`config.mk`:
```
export PLATFORM = sky130hd
export DESIGN_NAME = nvdla_cdp_dp_intp_arb
export DESIGN_NICKNAME = d
export VERILOG_FILES = /design/src/rtl/nvdla_cdp_dp_intp_arb_pkg.sv /design/src/rtl/nvdla_cdp_intp_tag_fifo.sv /design/src/rtl/nvdla_cdp_dp_intp_arb.sv
export SDC_FILE = /design/constraint.sdc
export NUM_CORES = 1
export LEC_CHECK = 0
export ABC_AREA = 0
export CAP_MARGIN = 20
export CORE_AREA = 2 2 248 250
export CTS_BUF_LIST = sky130_fd_sc_hd__clkbuf_8 sky130_fd_sc_hd__clkbuf_16
export CTS_CLUSTER_SIZE = 25
export DETAILED_ROUTE_END_ITERATION = 8
export DIE_AREA = 0 0 250 252
export PLACE_DENSITY = 0.44
export SETUP_SLACK_MARGIN = 0.4
export SYNTH_ARGS = -nofsm -noshare
export SYNTH_HDL_FRONTEND = slang
export SYNTH_SLANG_ARGS = --single-unit
```
`constraint.sdc`:
```
create_clock -name nvdla_core_clk -period 6.4 [get_ports nvdla_core_clk]
set_input_delay 0.64 -clock nvdla_core_clk [delete_from_list [all_inputs] [get_ports nvdla_core_clk]]
set_output_delay 0.64 -clock nvdla_core_clk [all_outputs]
set_load 0.005 [all_outputs]
```
`src/rtl/nvdla_cdp_dp_intp_arb_pkg.sv`:
```
// Shared definitions for the CDP interpolation arbiter slice.
// Holds the operand and result widths of the shared INTP unit, the default
// requester count, and the requester-ID type.
package nvdla_cdp_dp_intp_arb_pkg;

    localparam int CDP_INTP_IN0_W   = 39;
    localparam int CDP_INTP_IN1_W   = 38;
    localparam int CDP_INTP_PD_W    = 17;
    localparam int CDP_INTP_SCALE_W = 17;
    localparam int CDP_INTP_SHIFT_W = 6;

    localparam int CDP_INTP_NUM_REQ = 4;
    localparam int CDP_INTP_REQ_W   = 2;

    typedef logic [CDP_INTP_REQ_W-1:0] cdp_intp_req_id_t;

endpackage

```
`src/rtl/nvdla_cdp_intp_tag_fifo.sv`:
```
// Flop-based tag FIFO that remembers which requester owns each operand
// currently inside the shared INTP unit.
// Ports:
//   nvdla_core_clk / nvdla_core_rstn : clock, async active-low reset
//   push, push_data                  : write a tag (ignored while full)
//   pop                              : drop the head tag (ignored while empty)
//   full, empty                      : occupancy flags
//   head                             : oldest tag
module nvdla_cdp_intp_tag_fifo #(
    parameter int DEPTH = 4,
    parameter int WIDTH = 2
) (
    input  logic             nvdla_core_clk,
    input  logic             nvdla_core_rstn,
    input  logic             push,
    input  logic [WIDTH-1:0] push_data,
    input  logic             pop,
    output logic             full,
    output logic             empty,
    output logic [WIDTH-1:0] head
);

    localparam int PTR_W = (DEPTH > 1) ? $clog2(DEPTH) : 1;
    localparam int CNT_W = $clog2(DEPTH + 1);

    logic [WIDTH-1:0] mem [DEPTH];
    logic [PTR_W-1:0] wr_ptr;
    logic [PTR_W-1:0] rd_ptr;
    logic [CNT_W-1:0] count;
    logic             do_push;
    logic             do_pop;

    // A push while full is dropped even if a pop happens in the same cycle.
    assign do_push = push & ~full;
    assign do_pop  = pop & ~empty;
    assign full    = (count == CNT_W'(DEPTH));
    assign empty   = (count == '0);
    assign head    = mem[rd_ptr];

    // Pointer wrap is explicit so DEPTH need not be a power of two.
    always_ff @(posedge nvdla_core_clk or negedge nvdla_core_rstn) begin
        if (!nvdla_core_rstn) begin
            wr_ptr <= '0;
            rd_ptr <= '0;
            count  <= '0;
        end else begin
            if (do_push) begin
                wr_ptr <= (wr_ptr == PTR_W'(DEPTH - 1)) ? '0 : wr_ptr + PTR_W'(1);
            end
            if (do_pop) begin
                rd_ptr <= (rd_ptr == PTR_W'(DEPTH - 1)) ? '0 : rd_ptr + PTR_W'(1);
            end
            case ({do_push, do_pop})
                2'b10:   count <= count + CNT_W'(1);
                2'b01:   count <= count - CNT_W'(1);
                default: count <= count;
            endcase
        end
    end

    // Tag storage is cleared on reset so the head output is deterministic.
    always_ff @(posedge nvdla_core_clk or negedge nvdla_core_rstn) begin
        if (!nvdla_core_rstn) begin
            for (int i = 0; i < DEPTH; i++) begin
                mem[i] <= '0;
            end
        end else if (do_push) begin
            mem[wr_ptr] <= push_data;
        end
    end

endmodule

```
`src/rtl/nvdla_cdp_dp_intp_arb.sv`:
```
// Round-robin arbiter sharing one 3-stage in-order CDP INTP unit between
// NUM_REQ front-end lanes. The granted lane's operands are muxed onto the
// unit input, its ID is queued in a tag FIFO, and each unit result is
// steered back to the lane at the FIFO head.
// Ports:
//   nvdla_core_clk / nvdla_core_rstn  : clock, async active-low reset
//   req_vld/req_rdy, req_in*          : per-lane operand handshake and data
//   intp_in_vld/rdy, intp_in*         : operand channel to the unit
//   intp_out_vld/rdy, intp_out_pd     : result channel from the unit
//   resp_vld/resp_rdy, resp_pd        : per-lane result handshake, shared data
//   arb_idle                          : no requests and no results owed
//   arb_err                           : sticky, result arrived with no tag
module nvdla_cdp_dp_intp_arb
    import nvdla_cdp_dp_intp_arb_pkg::*;
#(
    parameter int NUM_REQ   = CDP_INTP_NUM_REQ,
    parameter int REQ_W     = CDP_INTP_REQ_W,
    parameter int TAG_DEPTH = 4
) (
    input  logic                                 nvdla_core_clk,
    input  logic                                 nvdla_core_rstn,
    input  logic [NUM_REQ-1:0]                   req_vld,
    output logic [NUM_REQ-1:0]                   req_rdy,
    input  logic [NUM_REQ*CDP_INTP_IN0_W-1:0]    req_in0_pd,
    input  logic [NUM_REQ*CDP_INTP_IN1_W-1:0]    req_in1_pd,
    input  logic [NUM_REQ*CDP_INTP_PD_W-1:0]     req_in_pd,
    input  logic [NUM_REQ*CDP_INTP_SCALE_W-1:0]  req_in_scale,
    input  logic [NUM_REQ*CDP_INTP_SHIFT_W-1:0]  req_in_shift,
    output logic                                 intp_in_vld,
    input  logic                                 intp_in_rdy,
    output logic [CDP_INTP_IN0_W-1:0]            intp_in0_pd,
    output logic [CDP_INTP_IN1_W-1:0]            intp_in1_pd,
    output logic [CDP_INTP_PD_W-1:0]             intp_in_pd,
    output logic [CDP_INTP_SCALE_W-1:0]          intp_in_scale,
    output logic [CDP_INTP_SHIFT_W-1:0]          intp_in_shift,
    input  logic                                 intp_out_vld,
    output logic                                 intp_out_rdy,
    input  logic [CDP_INTP_PD_W-1:0]             intp_out_pd,
    output logic [NUM_REQ-1:0]                   resp_vld,
    input  logic [NUM_REQ-1:0]                   resp_rdy,
    output logic [CDP_INTP_PD_W-1:0]             resp_pd,
    output logic                                 arb_idle,
    output logic                                 arb_err
);

    logic [REQ_W-1:0] rr_ptr;
    logic [REQ_W-1:0] gnt_id;
    logic             gnt_found;
    logic [REQ_W-1:0] fifo_head;
    logic             fifo_full;
    logic             fifo_empty;
    logic             issue;
    logic             pop;

    // Search starts at the round-robin pointer; the first valid lane wins.
    // gnt_id stays 0 when nobody requests so the operand mux is deterministic.
    always_comb begin
        logic [REQ_W-1:0] cand;
        gnt_id    = '0;
        gnt_found = 1'b0;
        cand      = '0;
        for (int k = 0; k < NUM_REQ; k++) begin
            cand = REQ_W'((int'(rr_ptr) + k) % NUM_REQ);
            if (!gnt_found && req_vld[cand]) begin
                gnt_found = 1'b1;
                gnt_id    = cand;
            end
        end
    end

    assign intp_in_vld = (|req_vld) & ~fifo_full;
    assign issue       = intp_in_vld & intp_in_rdy;

    // Only the granted lane sees ready, and only when the unit and tag FIFO
    // can both take the operand.
    always_comb begin
        req_rdy = '0;
        if (gnt_found && intp_in_rdy && !fifo_full) begin
            req_rdy[gnt_id] = 1'b1;
        end
    end

    // Operand mux onto the shared unit input.
    always_comb begin
        intp_in0_pd   = req_in0_pd[int'(gnt_id)*CDP_INTP_IN0_W +: CDP_INTP_IN0_W];
        intp_in1_pd   = req_in1_pd[int'(gnt_id)*CDP_INTP_IN1_W +: CDP_INTP_IN1_W];
        intp_in_pd    = req_in_pd[int'(gnt_id)*CDP_INTP_PD_W +: CDP_INTP_PD_W];
        intp_in_scale = req_in_scale[int'(gnt_id)*CDP_INTP_SCALE_W +: CDP_INTP_SCALE_W];
        intp_in_shift = req_in_shift[int'(gnt_id)*CDP_INTP_SHIFT_W +: CDP_INTP_SHIFT_W];
    end

    // The pointer moves just past the lane that was served; it holds otherwise.
    always_ff @(posedge nvdla_core_clk or negedge nvdla_core_rstn) begin
        if (!nvdla_core_rstn) begin
            rr_ptr <= '0;
        end else if (issue) begin
            rr_ptr <= (gnt_id == REQ_W'(NUM_REQ - 1)) ? '0 : gnt_id + REQ_W'(1);
        end
    end

    nvdla_cdp_intp_tag_fifo #(
        .DEPTH (TAG_DEPTH),
        .WIDTH (REQ_W)
    ) u_tag_fifo (
        .nvdla_core_clk  (nvdla_core_clk),
        .nvdla_core_rstn (nvdla_core_rstn),
        .push            (issue),
        .push_data       (gnt_id),
        .pop             (pop),
        .full            (fifo_full),
        .empty           (fifo_empty),
        .head            (fifo_head)
    );

    // Results go only to the lane at the FIFO head; that lane's resp_rdy
    // back-pressures the unit, keeping results strictly in issue order.
    always_comb begin
        resp_vld = '0;
        if (intp_out_vld && !fifo_empty) begin
            resp_vld[fifo_head] = 1'b1;
        end
    end

    assign intp_out_rdy = ~fifo_empty & resp_rdy[fifo_head];
    assign pop          = intp_out_vld & intp_out_rdy;
    assign resp_pd      = intp_out_pd;
    assign arb_idle     = ~(|req_vld) & fifo_empty;

    // A result with no owner means the unit and arbiter lost sync; latch it.
    always_ff @(posedge nvdla_core_clk or negedge nvdla_core_rstn) begin
        if (!nvdla_core_rstn) begin
            arb_err <= 1'b0;
        end else if (intp_out_vld && fifo_empty) begin
            arb_err <= 1'b1;
        end
    end

endmodule

```
==> run_results.csv <==
group,metric,value,unit
status,outcome,"complete, no violations",
drt,detail_route.wl_per_cell,16.2,µm
clock_network,cts_tree,"done",
synth,ys_seq_area_frac,0.0896,
placement,placed_area,11900,µm²
run,maxCapViolations,0,
synth,async_flop_share,1.00,
drt,drtIter0Drc,148,
die,ios,643,
power,p_leak,0.00497,µW
timing,whs,0.469,ns
setup_path,cp_max_fo,62,
synth,synth_top_area_frac,0.707,
timing,setup_viol,0,
hold_path,hold_class,"reg2reg",
setup_path,r2r_start,"u_tag_fifo.rd_ptr[0]$_DFFE_PN0P_",
setup_path,critical_path_class,"in2out",
drt,drc,0,
synth,syn_inst,509,
timing,period_needed,4.34,ns
synth,ys.flop_type,"dfrtp_1",
timing,max_freq,230,MHz
final_layout,layout_commonest_cell,"clkdlybuf4s50_1",
die,fp-row-count,90,
setup_path,crit_path_end_kind,"output port",
final_layout,final_cell_mix,"608 x clkdlybuf4s50_1, 355 x mux2i_1, 18 x dfrtp_1",
final_layout,postLayoutCellArea,11900,µm²
power,combinationalPowerShare,0.883,
timing,fin_setup_tns,0,ns
clock_network,ctsHoldBuffers,0,
drt,drtAntennaViolNets,0,
placement,numPortBuffers,608,
global_routing,grt_max_degree,65,
power,max-vdd-ir-drop,158,µV
drt,vias,6224,
clock_network,cts_sinks,18,
power,powerDensity,260,nW/µm²
power,swShare,0.393,
placement,place.gp.congestion,0.805,
hold_path,min_from,"arb_err$_DFFE_PN0P_",
global_routing,antenna_found_initial,2,
power,power.share.clock,0.045,
final_layout,nets,1582,
die,dieArea,63000,µm²
setup_path,crit_arrival,3.70,ns
placement,dp_slack,1.98,ns
synth,synthDistinctLibCells,33,
synth,syn_area_per_cell,9.87,µm²
die,die_width,250,µm
placement,detailed_place_hpwl,26.3,mm
power,pwr-share-seq,0.072,
clock_network,cts.htree.levels,1,
synth,ys_top_cells_by_area,"mux2i_1 71%, dfrtp_1 9.0%, buf_4 6.6%, ha_1 2.5%, mux2_2 2.0%",
clock_network,cts_resized,0,
setup_path,start_kind,"input pin",
synth,yosysWarnings,0,
power,p_sw,1220,µW
clock_network,post-cts-setup-buffer-count,0,
global_routing,grt_pass1_wl,41.8,mm
die,core,60100,µm²
timing,slew_violations,0,
synth,yosysTopAreaCell,"mux2i_1",
drt,firstDrtPassIters,4,
setup_path,worstPathRequired,5.76,ns
timing,fin_skew,0.00193,ns
timing,hold_viol_final,0,
power,power.internal,1890,µW
timing,fin_ws,2.06,ns
final_layout,area_growth,138,%
clock_network,clock_latency,0.25,ns
final_layout,fill_cells,6669,
global_routing,track_usage,0.0874,
global_routing,grt-ovfl-total,0,
timing,relSlewSlack,0.380,
clock_network,cts.path.max_buffers,2,
clock_network,numCtsBuffers,3,
global_routing,grt_pass1_vias,6689,
clock_network,clkTransAtPathRegs,0.06,ns
die,die_h,252,µm
drt,totalWireLength,30.0,mm
synth,ys_ff_latch,18,
clock_network,clock-root-buffer,"clkbuf_16",
timing,rsz0062_at_grt,"false",
drt,drt-vias-per-instance,3.35,
timing,tightest_slew,0.927,ns
power,total_power,3110,µW
synth,synth_area,5030,µm²
synth,syn-num-nets,1017,
die,initial_core_util,0.0836,
synth,synth_enable_flop_cells,0,
final_layout,drive_gt1_frac,0.0289,
setup_path,crit_start,"req_vld[0]",
timing,period_share,0.678,
## power by group through the flow
stage | sequential [µW] | clock (µW) | combinational, µW
after floorplan | 210 | 0 | 1470
after global placement | 224 | 0 | 2800
after detailed placement | 226 | 0 | 2800
after CTS | 225 | 142 | 2820
after global routing | 234 | 147 | 2960
final | 224 | 139 | 2750
## logic make-up after synthesis
logic type               synth area share
AO/OA/AOI/OAI                      0.0105
XOR/XNOR                          0.00523
adder cells (fa/ha/maj)            0.0289
buffers and inverters              0.0861
flip-flops                         0.0896
multiplexers                        0.746
AND/OR/NAND/NOR                    0.0339
## per-stage QoR
stage | util | instances
after floorplan | - | 509
after global placement | 0.197 | 1851
after detailed placement | 0.197 | 1851
after CTS | 0.199 | 1855
after global routing | 0.199 | 1856
final | 0.199 | 1856
## worst paths after layout
| kind | to | slack (ns) | cells past startpoint |
|---|---|---|---|
| worst min-delay path | arb_err$_DFFE_PN0P_ | 0.47 | 1 |
| worst max-delay path | intp_in_pd[2] | 2.06 | 8 |
| worst min register to register | arb_err$_DFFE_PN0P_ | 0.47 | 1 |
| min in group asynchronous | u_tag_fifo.count[0]$_DFFE_PN0P_ | 0.89 | 1 |
| worst max register to register | u_tag_fifo.count[2]$_DFFE_PN0P_ | 3.57 | 10 |
| max in group asynchronous | rr_ptr[1]$_DFFE_PN0N_ | 4.98 | 1 |
## state kept, by name, summed over array words and instances, names as in the netlist
register / count
arb_err: 1
u_tag_fifo.count: 3
u_tag_fifo.mem: 8
rr_ptr: 2
u_tag_fifo.rd_ptr: 2
u_tag_fifo.wr_ptr: 2
## per-layer routing
metal | GRT usage | vias to the layer above | part of all wire | wire length (µm)
li1 | - | 3020 | - | -
met1 | 0.0928 | 2829 | 0.37 | 11100
met2 | 0.174 | 361 | 0.54 | 16200
met3 | 0.0205 | 14 | 0.076 | 2280
met4 | 0.0157 | 0 | 0.015 | 443
met5 | 0 | - | 0 | 0
## area by class of cell
class	instances	area, µm²	share of cell area
well taps	782	978	0.0819
clock buffers	4	88.8	0.00744
multi-input cells	424	4170	0.349
inverters	9	33.8	0.00283
flip-flops and latches	18	450	0.0377
diodes	1	2.50	0.000210
repair buffers	618	6220	0.521
## worst max-delay path: stages
cell	delay, ns
clkdlybuf4s50_1	0.49
nor2_1	0.21
a211oi_1	0.10
nor2_4	0.72
buf_12	0.38
mux2i_1	0.15
mux2i_1	0.26
clkdlybuf4s50_1	0.59
## cells in the mapped netlist, drive strengths merged (2+ instances only)
master  count
a21oi       2
ha         10
o21ai       2
dfrtp      18
mux2i     355
buf        58
and3        5
inv         9
nand2       6
mux2       12
nor2       12
or3         2
xor2        2
nand2b      2
mux4        2
Note: power is estimated with default switching activity, not from simulation.
